File: config.mk
export PLATFORM = sky130hd
export DESIGN_NAME = rf_dump_engine
export DESIGN_NICKNAME = d
export VERILOG_FILES = /design/src/rtl/rf_dump_engine.sv
export SDC_FILE = /design/constraint.sdc
export NUM_CORES = 1
export LEC_CHECK = 0
export BUFFER_PORTS_ARGS = -buffer_cell sky130_fd_sc_hd__buf_4
export CAP_MARGIN = 20
export CORE_MARGIN = 3
export CORE_UTILIZATION = 45
export CTS_BUF_LIST = sky130_fd_sc_hd__clkbuf_4 sky130_fd_sc_hd__clkbuf_8
export DETAILED_ROUTE_END_ITERATION = 8
export GPL_TIMING_DRIVEN = 0
export PLACE_DENSITY = 0.76
export SYNTH_ARGS = -nofsm -noshare
export SYNTH_HDL_FRONTEND = slang
export SYNTH_SLANG_ARGS = --single-unit
File: constraint.sdc
create_clock -name clk_i -period 2.37 [get_ports clk_i]
set_clock_uncertainty 0.15 [all_clocks]
set_input_delay 0.1185 -clock clk_i [delete_from_list [all_inputs] [get_ports clk_i]]
set_output_delay 0.1185 -clock clk_i [all_outputs]
set_load 0.03 [all_outputs]
File: src/rtl/rf_dump_engine.sv
// Register-file readout engine: walks every architectural register through a
// dedicated RF read port and streams (index, value) pairs over valid/ready.
module rf_dump_engine #(
    parameter int DATA_W    = 32,
    parameter int ADDR_W    = 5,
    parameter int NUM_REGS  = 32,
    parameter int END_COUNT = 15
) (
    input  logic              clk_i,
    input  logic              rst_i,
    input  logic              start_i,
    output logic [ADDR_W-1:0] rf_addr_o,
    input  logic [DATA_W-1:0] rf_data_i,
    output logic              freeze_o,
    output logic              out_valid_o,
    input  logic              out_ready_i,
    output logic [ADDR_W-1:0] out_idx_o,
    output logic [DATA_W-1:0] out_data_o,
    output logic              busy_o,
    output logic              done_o
);

    localparam int CNT_W = (END_COUNT < 2) ? 1 : $clog2(END_COUNT + 1);

    typedef enum logic [1:0] {IDLE, REQ, SEND, DONE} state_t;

    state_t            state, state_nxt;
    logic [CNT_W-1:0]  cnt;
    logic              armed;
    logic [ADDR_W-1:0] idx;
    logic              auto_trig;
    logic              trig;
    logic              accept;
    logic              last;

    // The automatic trigger only ever fires once per reset: armed is
    // cleared by whichever trigger source starts the dump.
    assign auto_trig = armed && (END_COUNT != 0) && (cnt == CNT_W'(END_COUNT));
    assign trig      = (state == IDLE) && (start_i || auto_trig);
    assign accept    = (state == SEND) && out_valid_o && out_ready_i;
    assign last      = (idx == ADDR_W'(NUM_REGS - 1));

    always_ff @(posedge clk_i) begin
        if (rst_i) state <= IDLE;
        else       state <= state_nxt;
    end

    always_comb begin
        state_nxt = state;
        freeze_o  = 1'b0;
        busy_o    = 1'b0;
        done_o    = 1'b0;
        rf_addr_o = '0;
        case (state)
            IDLE: begin
                if (trig) state_nxt = REQ;
            end
            REQ: begin
                freeze_o  = 1'b1;
                busy_o    = 1'b1;
                rf_addr_o = idx;
                state_nxt = SEND;
            end
            SEND: begin
                freeze_o = 1'b1;
                busy_o   = 1'b1;
                if (accept) state_nxt = last ? DONE : REQ;
            end
            DONE: begin
                freeze_o  = 1'b1;
                busy_o    = 1'b1;
                done_o    = 1'b1;
                state_nxt = IDLE;
            end
            default: state_nxt = IDLE;
        endcase
    end

    always_ff @(posedge clk_i) begin
        if (rst_i) begin
            cnt         <= '0;
            armed       <= 1'b1;
            idx         <= '0;
            out_valid_o <= 1'b0;
            out_idx_o   <= '0;
            out_data_o  <= '0;
        end else begin
            if (cnt < CNT_W'(END_COUNT)) cnt <= cnt + 1'b1;
            if (trig) begin
                idx   <= '0;
                armed <= 1'b0;
            end
            // RF data is sampled only here; later RF writes cannot disturb the held word.
            if (state == REQ) begin
                out_data_o  <= rf_data_i;
                out_idx_o   <= idx;
                out_valid_o <= 1'b1;
            end
            if (accept) begin
                out_valid_o <= 1'b0;
                if (!last) idx <= idx + 1'b1;
            end
        end
    end

endmodule

==> results.yml <==
clock_tree:
  cts_root_buf: "clkbuf_8"
  cts_max_level: 2
  cts_buffer_depth: 2
  cts_sinks: 50
  cts_buffers: 5
  ctsResizeCount: 0
  cts_tree: "yes"
  clock_latency_ns: 0.30
  cts.clk_slew.worst_paths_ns: 0.08
min_path:
  hp-class: "primary input to flip-flop"
  hp-start: "out_ready_i"
  hold_depth: 3
  min_to: "state[0]"
worst_setup_path:
  worst_ep_required_time_ns: 2.44
  cp_slowest_cell: "or4b_1"
  path_cells: "ha_1, and3_1, ha_1, or4b_1, a31oi_1"
  r2r_start: "idx[0]"
  worstPathArrival_ns: 2.00
  reg2reg_setup_slack_ns: 0.44
  r2r_end: "idx[3]"
  cp_max_fo: 7
  slowest_delay_ns: 0.54
  r2r.worst_path.cells: 5
  crit_top_cell: "ha_1"
  worstSetupStartpointType: "flip-flop"
  cp-end-kind: "flip-flop"
  path_class: "flip-flop to flip-flop"
floorplan:
  die_h_um: 71.8
  die_x_um: 71.8
  core_mm2: 0.00409
  start_util_pct: 47.6
  dieArea_mm2: 0.00515
  row_count: 23
  io_pins: 82
grt:
  grt_max_degree: 16
  grtUsageTotal_pct: 21.4
  grt_pass1_vias: 1955
  grt_pass1_wl_um: 8860
  gr-total-overflow: 0
  antenna_found_initial: 0
synth:
  synthSimpleGateAreaFrac_pct: 25.3
  synth-seq-cells: 50
  synthXorXnorAreaFrac_pct: 0.450
  synth_edf_count: 0
  netlist-cell-type-count: 33
  synthesis.nets: 275
  synth_compound_area_share_pct: 15.4
  syn_area_mm2: 0.00195
  synthArstFlopShare_pct: 0
  avgSynthCellArea_um2: 8.24
  ys_seq_area_share_pct: 51.4
  netlist_instances: 236
  synthAdderAreaFrac_pct: 1.93
  synth_top_family_by_area: "simple AND/OR/NAND/NOR gates"
  synth_ff_type: "dfxtp_1"
  synth.mux.area_fraction_pct: 0.514
  yosys_warnings: 0
finish:
  syn_to_final_growth_pct: 56.1
  postLayoutCoreUtil_pct: 74.3
  nNetsFinal: 396
  antenna_cells: 0
  final_cell_count_no_fill: 408
  drive_gt1_share_pct: 27.4
pwr:
  cellLeakagePower_nw: 1.40
  power-per-cell-area_mw_per_mm2: 602
  vdd.ir_drop.worst_mv: 0.330
placed_design:
  port_buffers: 81
  place_congestion: 0.787
  placed_cells: 367
  dp_hpwl_um: 3460
sta:
  rsz0062_at_grt: "no"
  worst_pin_slew_ns: 0.481
  slew_violations: 0
  hold_viol_final: 0
  finalCritPeriodShare_pct: 81.5
  timing.fmax_mhz: 518
  final_period_minus_worst_setup_slack_ns: 1.93
  finalSetupViolCount: 0
  slew_headroom_pct: 67.9
  setup_tns_ns: 0
drt:
  drt_iter0_markers: 84
  via_per_inst: 4.95
  postRouteAntennaNets: 0
  wl_um: 5390
  wl_per_cell_um: 13.2
  drtPass1Iterations: 4
  drcViolationCount: 0
  dr_total_vias: 2018
job:
  max_cap_viol_count: 0
outcome:
  status: "finished, final reports clean"
## cell usage after synthesis, types with 3 or more instances
library cell	number	area [um^2]
nand2_1	78	293
inv_1	7	26.3
clkbuf_1	5	18.8
a21oi_1	40	200
ha_1	3	37.5
nor2b_1	4	25.0
nor3_1	3	15.0
a41o_1	3	30.0
nand2b_1	3	18.8
dfxtp_1	50	1000
buf_2	6	30.0
nor2_1	4	15.0
## metrics by stage
step           area (um^2)  setup slack [ns]  power [W]  hold slack [ns]
2_1_floorplan         1950             0.599    0.00115           0.0582
3_3_place_gp          2620             0.469    0.00130            0.181
3_5_place_dp          2620             0.461    0.00131            0.190
4_1_cts               3040             0.433    0.00184           0.0128
5_1_grt               3040             0.348    0.00192           0.0298
6_report              3040             0.439    0.00183           0.0164
## per-layer routing
metal / part of all wire (%) / track usage [%] / vias to the layer above
li1: - / - / 1034
met1: 44 / 27.4 / 901
met2: 47 / 36.5 / 72
met3: 7.1 / 3.79 / 11
met4: 1.6 / 6.89 / 0
met5: 0 / 0 / -
## how the worst max path moves through the flow
stage,startpoint,endpoint,slack [ns],cells past startpoint
after floorplan,idx[0],idx[3],0.60,5
after global placement,idx[0],idx[3],0.47,5
after detailed placement,idx[0],idx[3],0.46,5
after CTS,idx[0],idx[3],0.43,5
after global routing,idx[0],idx[3],0.35,5
final,idx[0],idx[3],0.44,5
## power breakdown
part	leakage, nW	switching, W	internal, W
combinational	0.940	0.000229	0.000183
clock	0.0486	0.000274	0.000220
sequential	0.407	0.0000335	0.000888
total	1.40	0.000537	0.00129
## state kept, by name, indices dropped and copies added, names as in the netlist
register / cells
idx: 5
out_data_o: 32
state: 2
out_valid_o: 1
armed: 1
cnt: 4
out_idx_o: 5
## worst max-delay path, delay by kind of cell, from the launching register on
family	cells	cell delay, ns
flip-flops	1	0.36
AND/OR/NAND/NOR	2	0.73
adder cells (fa/ha/maj)	2	0.49
AO/OA/AOI/OAI	1	0.14
## placed cells by master (no fill, tap or decap), drive strengths merged, types with 2 or more instances in the layout
master        n
o221ai        2
clkinv        2
a41o          3
nand2b        3
a31oi         2
nor3          3
buf          91
and3          2
nor2b         4
clkbuf       11
a21oi        40
nand3         2
and4          2
or2           2
ha            3
nand4b        2
dlygate4sd3  33
nand2        78
a2111oi       2
nor2          4
dfxtp        50
inv           7
## kinds of logic (layout without fill, tap and decap cells)
logic type | after synthesis | count (layout)
compound gates | 52 | 52
buf+inv | 22 | 144
fa+ha+maj | 3 | 3
simple gates | 107 | 107
xor+xnor | 1 | 1
mux | 1 | 1
flops | 50 | 50
## cell type report
class                      count  area, um^2
tap                           50        62.6
buffer                        15        71.3
timing repair buffer         114         938
clock inverter                 2        13.8
fill                         323        1050
clock buffer                   6        76.3
sequential                    50        1000
multi-input combinational    164         847
inverter                       7        26.3
## what timing repair did
item / in CTS / in global routing
endpoints found under the hold margin: 33 / 0
hold buffers: 33 / 0
setup buffers: 0 / 0
No activity file was read; power rests on OpenSTA's default activity.
